===== src/rtl/fifo_wr_arbiter_pkg.sv =====
// Shared types and defaults for the fifo write-port arbiter.
// Indices are log2 of the producer count.
package fifo_arb_pkg;

  typedef enum logic {
    ARB_IDLE,
    ARB_OWN
  } arb_state_e;

  localparam int WIDTH_DEF     = 8;
  localparam int NUM_REQ_DEF   = 4;
  localparam int MAX_BURST_DEF = 4;
  localparam int IDX_W         = $clog2(NUM_REQ_DEF);

endpackage


===== src/rtl/fifo_wr_arbiter_rr_picker.sv =====
// Rotating priority encoder: first requester at or after start,
// wrapping modulo NUM_REQ.
module rr_picker #(
  parameter  int NUM_REQ = 4,
  localparam int IW      = $clog2(NUM_REQ)
) (
  input  logic [NUM_REQ-1:0] req,
  input  logic [IW-1:0]      start,
  output logic               valid,
  output logic [IW-1:0]      idx
);

  logic [IW:0] p;

  always_comb begin
    valid = 1'b0;
    idx   = '0;
    p     = '0;
    for (int k = 0; k < NUM_REQ; k++) begin
      p = {1'b0, start} + (IW+1)'(k);
      if (p >= (IW+1)'(NUM_REQ))
        p = p - (IW+1)'(NUM_REQ);
      if (!valid && req[p[IW-1:0]]) begin
        valid = 1'b1;
        idx   = p[IW-1:0];
      end
    end
  end

endmodule


===== src/rtl/fifo_wr_arbiter.sv =====
// Shares one fifo write port among NUM_REQ producers using
// round-robin arbitration with bounded burst ownership.
module fifo_wr_arbiter
  import fifo_arb_pkg::*;
#(
  parameter int WIDTH     = WIDTH_DEF,
  parameter int NUM_REQ   = NUM_REQ_DEF,
  parameter int MAX_BURST = MAX_BURST_DEF
) (
  input  logic                       clk,
  input  logic                       reset,
  input  logic [NUM_REQ-1:0]         req,
  input  logic [NUM_REQ*WIDTH-1:0]   data,
  input  logic                       full,
  output logic [NUM_REQ-1:0]         gnt,
  output logic                       wr_n,
  output logic [WIDTH-1:0]           din,
  output logic [$clog2(NUM_REQ)-1:0] owner
);

  localparam int IW = $clog2(NUM_REQ);
  localparam int BW = $clog2(MAX_BURST + 1);

  arb_state_e    state_q, state_d;
  logic [IW-1:0] rr_ptr_q, rr_ptr_d;
  logic [IW-1:0] owner_q, owner_d;
  logic [BW-1:0] cnt_q, cnt_d;

  logic [IW-1:0] owner_inc;
  logic [IW-1:0] pick_start;
  logic [IW-1:0] pick_idx;
  logic          pick_vld;
  logic          keep;
  logic [BW-1:0] cnt_inc;
  logic          gnt_vld;
  logic [IW-1:0] gnt_idx;

  function automatic logic [IW-1:0] inc(input logic [IW-1:0] x);
    return (x == IW'(NUM_REQ - 1)) ? '0 : x + IW'(1);
  endfunction

  assign owner_inc = inc(owner_q);
  assign keep      = (state_q == ARB_OWN) && req[owner_q];
  assign cnt_inc   = cnt_q + BW'(1);

  // A releasing owner is skipped by scanning from the next index
  assign pick_start = (state_q == ARB_OWN) ? owner_inc : rr_ptr_q;

  rr_picker #(
    .NUM_REQ (NUM_REQ)
  ) u_pick (
    .req   (req),
    .start (pick_start),
    .valid (pick_vld),
    .idx   (pick_idx)
  );

  always_comb begin
    state_d  = state_q;
    rr_ptr_d = rr_ptr_q;
    owner_d  = owner_q;
    cnt_d    = cnt_q;
    gnt_vld  = 1'b0;
    gnt_idx  = owner_q;
    if (!full) begin
      if (keep) begin
        gnt_vld = 1'b1;
        cnt_d   = cnt_inc;
        if (cnt_inc == BW'(MAX_BURST)) begin
          state_d  = ARB_IDLE;
          rr_ptr_d = owner_inc;
        end
      end else if (pick_vld) begin
        gnt_vld = 1'b1;
        gnt_idx = pick_idx;
        owner_d = pick_idx;
        cnt_d   = BW'(1);
        if (MAX_BURST == 1) begin
          state_d  = ARB_IDLE;
          rr_ptr_d = inc(pick_idx);
        end else begin
          state_d = ARB_OWN;
        end
      end else if (state_q == ARB_OWN) begin
        state_d  = ARB_IDLE;
        rr_ptr_d = owner_inc;
      end
    end
  end

  always_comb begin
    gnt = '0;
    din = '0;
    if (gnt_vld && !reset) begin
      gnt[gnt_idx] = 1'b1;
      din          = data[int'(gnt_idx)*WIDTH +: WIDTH];
    end
    wr_n = ~|gnt;
  end

  assign owner = owner_q;

  always_ff @(posedge clk or posedge reset) begin
    if (reset) begin
      state_q  <= ARB_IDLE;
      rr_ptr_q <= '0;
      owner_q  <= '0;
      cnt_q    <= '0;
    end else begin
      state_q  <= state_d;
      rr_ptr_q <= rr_ptr_d;
      owner_q  <= owner_d;
      cnt_q    <= cnt_d;
    end
  end

`ifndef SYNTHESIS
  a_onehot: assert property (@(posedge clk) disable iff (reset)
    $onehot0(gnt));
  a_full: assert property (@(posedge clk) disable iff (reset)
    full |-> (gnt == '0));
  a_req: assert property (@(posedge clk) disable iff (reset)
    ((gnt & ~req) == '0));
`endif

endmodule


===== config.mk =====
export PLATFORM = sky130hd
export DESIGN_NAME = fifo_wr_arbiter
export DESIGN_NICKNAME = d
export VERILOG_FILES = /design/src/rtl/fifo_wr_arbiter_pkg.sv /design/src/rtl/fifo_wr_arbiter_rr_picker.sv /design/src/rtl/fifo_wr_arbiter.sv
export SDC_FILE = /design/constraint.sdc
export NUM_CORES = 1
export LEC_CHECK = 0
export ABC_AREA = 0
export CORE_ASPECT_RATIO = 1.25
export CORE_MARGIN = 2
export CORE_UTILIZATION = 34
export CTS_CLUSTER_DIAMETER = 120
export DETAILED_ROUTE_END_ITERATION = 10
export GPL_ROUTABILITY_DRIVEN = 1
export PLACE_DENSITY = 0.82
export SLEW_MARGIN = 20
export SYNTH_ARGS = -nofsm -noshare
export SYNTH_HDL_FRONTEND = slang
export SYNTH_HIERARCHICAL = 1
export SYNTH_SLANG_ARGS = --single-unit

===== constraint.sdc =====
create_clock -name clk -period 2.8 [get_ports clk]
set_input_delay 0.7 -clock clk [delete_from_list [all_inputs] [get_ports clk]]
set_output_delay 0.7 -clock clk [all_outputs]
set_load 0.05 [all_outputs]

==> flow_summary.yaml, run 1 <==
status:
  run_status: "aborted with a tool error"
  haltStage: "clock tree synthesis"
  firstError: "[ERROR DPL-0033] detailed placement checks failed during check placement."
logic_synthesis:
  dominantRegCellSynth: "sky130_fd_sc_hd__dfrtp_1"
  post_synth_fa_ha_maj_area_fraction_pct: 4.15
  post_synth_mux_area_share_pct: 31.0
  synth-seq-cells: 8
  syn_inst: 96
  synth_top_family_by_area: "multiplexers"
  synth_top_area_cell: "sky130_fd_sc_hd__dfrtp_1"
  synth-warning-count: 6
  synth-simple-area-share_pct: 11.3
  synth-async-reset-ratio_pct: 100
  synth-compound-area-share_pct: 21.9
  netlist_area_um2: 905
  synth_nets: 138
  synth_top_cells_by_area: "sky130_fd_sc_hd__dfrtp_1 22%, sky130_fd_sc_hd__mux2i_1 21%, sky130_fd_sc_hd__o22ai_1 5.5%"
  yosys.area.top_type_share_pct: 22.1
  post_synth_xor_area_fraction_pct: 0.968
  synth-seq-area-share_pct: 22.1
  synth-edff-count: 0
  synthesis.area_per_instance_um2: 9.42
  synthDistinctLibCells: 32
place:
  placement.io_buffers: 53
  hpwl_mm: 2.53
  globalplace.congestion: 0.805
clock_network:
  clk_root_buffer_cell: "sky130_fd_sc_hd__clkbuf_4"
  cts_post_setup_buffers_inserted: 11
  htree_num_levels: 1
  clock_path_buffers: 2
  post_cts_resized: 58
  cts_buffers: 3
  cts.sink_count: 8
  cts_hold_buf: 0
floorplan:
  initial_core_util_pct: 36.5
  die_h_um: 61.7
  die_width_um: 50.1
  io_pins: 54
  fp-row-count: 20
==> cells by family after synthesis <==
kind of cell	Yosys count
AO/OA/AOI/OAI	27
multiplexers	26
AND/OR/NAND/NOR	19
buffers and inverters	12
flip-flops	8
adder cells (fa/ha/maj)	3
XOR/XNOR	1
==> synthesized netlist by cell type (2+ instances only) <==
library cell	n
sky130_fd_sc_hd__a21oi_1	6
sky130_fd_sc_hd__ha_1	3
sky130_fd_sc_hd__a22o_1	2
sky130_fd_sc_hd__o21ai_0	2
sky130_fd_sc_hd__or2_2	2
sky130_fd_sc_hd__o22ai_1	8
sky130_fd_sc_hd__inv_1	7
sky130_fd_sc_hd__mux2_2	4
sky130_fd_sc_hd__mux2_4	3
sky130_fd_sc_hd__a221oi_2	2
sky130_fd_sc_hd__o21bai_1	2
sky130_fd_sc_hd__nand2b_1	3
sky130_fd_sc_hd__mux2i_1	19
sky130_fd_sc_hd__nor2_1	7
sky130_fd_sc_hd__buf_6	2
sky130_fd_sc_hd__dfrtp_1	8
==> through the flow <==
stage                     std cells  worst slack, ns  setup TNS (ns)  utilization, %  area (um2)
after floorplan                  96           -0.275           -3.07               -        1110
after global placement          198           -0.792           -8.98            77.2        1910
after detailed placement        198           -0.889           -9.86            77.2        1910
==> inputs of run 2 (changes only) <==
--- a/config.mk
+++ b/config.mk
@@ -6,13 +6,11 @@
 export NUM_CORES = 1
 export LEC_CHECK = 0
 export ABC_AREA = 0
-export CORE_ASPECT_RATIO = 1.25
-export CORE_MARGIN = 2
-export CORE_UTILIZATION = 34
-export CTS_CLUSTER_DIAMETER = 120
+export CORE_AREA = 2 2 63 65
 export DETAILED_ROUTE_END_ITERATION = 10
+export DIE_AREA = 0 0 65 67
 export GPL_ROUTABILITY_DRIVEN = 1
-export PLACE_DENSITY = 0.82
+export PLACE_DENSITY_LB_ADDON = 0.15
 export SLEW_MARGIN = 20
 export SYNTH_ARGS = -nofsm -noshare
 export SYNTH_HDL_FRONTEND = slang
==> constraint.sdc (replaced) <==
create_clock -name clk -period 3.65 [get_ports clk]
set_input_delay 0.9125 -clock clk [delete_from_list [all_inputs] [get_ports clk]]
set_output_delay 0.9125 -clock clk [all_outputs]
set_load 0.05 [all_outputs]
==> run 2 against run 1 <==
Compared with the run above:
- synthesized cell count stayed put
- area after synthesis stayed put
- the run now ends clean
==> flow_summary.yaml, run 2 <==
status:
  run_status: "finished clean"
final_layout:
  layout.cells.most_common_list: "35 x sky130_fd_sc_hd__clkdlybuf4s50_1, 15 x sky130_fd_sc_hd__buf_12, 15 x sky130_fd_sc_hd__buf_4"
  n_fill_cell: 298
  n_antenna_cell: 0
  area.growth.synth_to_final_pct: 135
  layout-drive-gt1-share_pct: 50.9
  top_register: "cnt_q"
  design.final.nets: 212
  final-instance-count-excl-fill: 217
  commonest_non_fill_non_tap_cell_in_the_layout: "sky130_fd_sc_hd__clkdlybuf4s50_1"
  largest_register_ff_count: 3
worst_hold_path:
  worstHoldPathCells: 1
  hold_class: "flop to flop"
  hold_start: "rr_ptr_q[0]"
  hold-path-endpoint: "rr_ptr_q[0]"
clock_network:
  htree_num_levels: 1
  tritoncts: "done"
  clk_pin_slew_ns: 0.04
  cts_hold_buf: 0
  clock_path_buffers: 2
  cts.sink_count: 8
  clk_root_buffer_cell: "sky130_fd_sc_hd__clkbuf_8"
  cts_buffers: 3
  clkLatencyLatePin_ns: 0.23
setup_path:
  r2r_end: "rr_ptr_q[0]"
  timing.critical_path.from_type: "input port"
  cp-end-kind: "output port"
  ff2ff_setup_slack_ns: 1.35
  worstPathMaxFanout: 5
  timing.reg2reg.worst_path_depth: 8
  worstPathRequired_ns: 2.74
  crit_type: "input port to output port"
  critical_path.reg2reg.startpoint: "owner[1]"
  cp_data_arrival_time_ns: 2.72
logic_synthesis:
  top_count_cell_post_synth: "sky130_fd_sc_hd__mux2i_1"
  yosys.area.top_type_share_pct: 22.1
  syn_inst: 96
  synth-warning-count: 6
  synth-async-reset-ratio_pct: 100
  dominantRegCellSynth: "sky130_fd_sc_hd__dfrtp_1"
  synth_nets: 138
  netlist_area_um2: 905
  synthesis.area_per_instance_um2: 9.42
  synth_top_area_cell: "sky130_fd_sc_hd__dfrtp_1"
  synth_top_cells_by_count: "19 x sky130_fd_sc_hd__mux2i_1, 8 x sky130_fd_sc_hd__dfrtp_1, 8 x sky130_fd_sc_hd__o22ai_1"
  synth-seq-area-share_pct: 22.1
  synthDistinctLibCells: 32
  synth-seq-cells: 8
  synth_top_cells_by_area: "sky130_fd_sc_hd__dfrtp_1 22%, sky130_fd_sc_hd__mux2i_1 21%, sky130_fd_sc_hd__o22ai_1 5.5%"
  synth-edff-count: 0
grt:
  grt_antenna_before_repair: 0
  use_met3_pct: 5.91
  globalRouteMet2Util_pct: 26.3
  first_global_vias: 1119
  globalRouteTotalUtil_pct: 14.4
  met1_usage_in_global_routing_pct: 14.9
  gr-max-usage-layer: "met2"
  largest_net_degree_at_the_start_of_global_routing: 11
  grt_first_pass_wirelength_mm: 4.80
  globalRoute.totalOverflow: 0
floorplan:
  die_area_mm2: 0.00436
  core_region_area_mm2: 0.00361
  die_width_um: 65
  initial_core_util_pct: 25.1
  die_h_um: 67
  io_pins: 54
  fp-row-count: 22
place:
  dp.cells: 204
  placement.io_buffers: 53
  hpwl_mm: 2.26
  globalplace.congestion: 0.759
routing:
  drtIter0Drc: 24
  via_count: 1030
  via_per_inst: 4.75
  totalWireLength_mm: 3.12
  routedWlPerCell_um: 14.4
  drtAntennaViolNets: 0
  firstDrtPassIters: 2
  drcViolationCount: 0
sta:
  setup_viol: 0
  final.min_clock_period_ns: 3.64
  hold_viol: 0
  clock_skew_ns: 0.00457
  fmax_mhz: 275
  setup_repair_after_global_routing_missed_its_margin: "true"
  timing_worst_slew_pin_value_ns: 0.487
  timing_max_transition_violations_final: 0
  tns_ns: 0
  worst_case_headroom_to_the_max_slew_limit_pct: 67.4
  post-route-period-util_pct: 99.6
power_and_ir_drop:
  power_per_cell_area_mw_per_mm2: 734
  power_leakage_uw: 0.000850
  worst_ir_drop_vdd_mv: 0.279
run:
  cap_violations: 0
-- run 2: cell counts after synthesis --
No cell type changed its count.
-- run 2: per-layer routing --
metal  wire length, um  part of all wire (%)
met4                36                   1.2
met3               299                   9.6
met2              1520                    49
met5                 0                     0
met1              1260                    40
-- run 2: how the worst max path moves through the flow --
stage | from | end
6_report | req[1] | din[3]
5_1_grt | req[1] | din[0]
4_1_cts | req[1] | din[5]
3_5_place_dp | req[1] | din[0]
3_3_place_gp | req[1] | din[1]
2_1_floorplan | req[1] | gnt[1]
-- run 2: repair_timing --
| item | 4_1_cts | 5_1_grt |
|---|---|---|
| cloned | 3 | 0 |
| buffers inserted | 4 | 3 |
| endpoints found under the setup margin | 12 | 10 |
| gates resized for setup | 31 | 35 |
| pin swaps | 9 | 3 |
-- run 2: where the power goes --
part | switching (uW) | total [uW] | internal (uW)
clock network | 37.4 | 113 | 75.9
logic | 596 | 1280 | 686
registers | 34.3 | 163 | 129
-- run 2: critical path, stage by stage --
cell and delay [ns]:
sky130_fd_sc_hd__buf_8 0.10, sky130_fd_sc_hd__mux2_4 0.28, sky130_fd_sc_hd__a221oi_4 0.29, sky130_fd_sc_hd__mux2i_2 0.29
sky130_fd_sc_hd__buf_6 0.17, sky130_fd_sc_hd__buf_12 0.14, sky130_fd_sc_hd__mux2i_2 0.26, sky130_fd_sc_hd__o22ai_4 0.10
sky130_fd_sc_hd__buf_12 0.16
-- run 2: through the flow --
step | hold WS, ns | total power [uW] | util (%) | setup slack (ns) | area, um2
floorplan | 0.475 | 766 | - | -0.0319 | 962
global placement | 0.487 | 1050 | 48.4 | -0.318 | 1750
detailed placement | 0.496 | 1070 | 48.4 | -0.329 | 1750
CTS | 0.505 | 1390 | 53.3 | 0.00310 | 1920
global route | 0.516 | 1650 | 58.9 | -0.0626 | 2120
finish | 0.502 | 1560 | 58.9 | 0.0130 | 2120
-- run 2: kinds of logic (layout without fill, tap and decap cells) --
family,Yosys count,count (layout),synth area share (%)
and+or+nand+nor,19,19,11.3
DFF,8,8,22.1
adders and majority gates,3,3,4.15
xor gates and xnor gates,1,1,0.968
buffers and inverters,12,85,8.57
AOI/OAI and AO/OA,27,27,21.9
muxes,26,26,31.0
-- run 2: area by class of cell --
type	instances	area, um2	area share [%]
clock buffer	4	45.0	2.12
tap	48	60.1	2.83
inverter	8	30.0	1.41
multi-input combinational	76	927	43.7
sequential	8	203	9.55
timing repair buffer	73	858	40.4
Note: power is estimated with default switching activity, not from simulation.
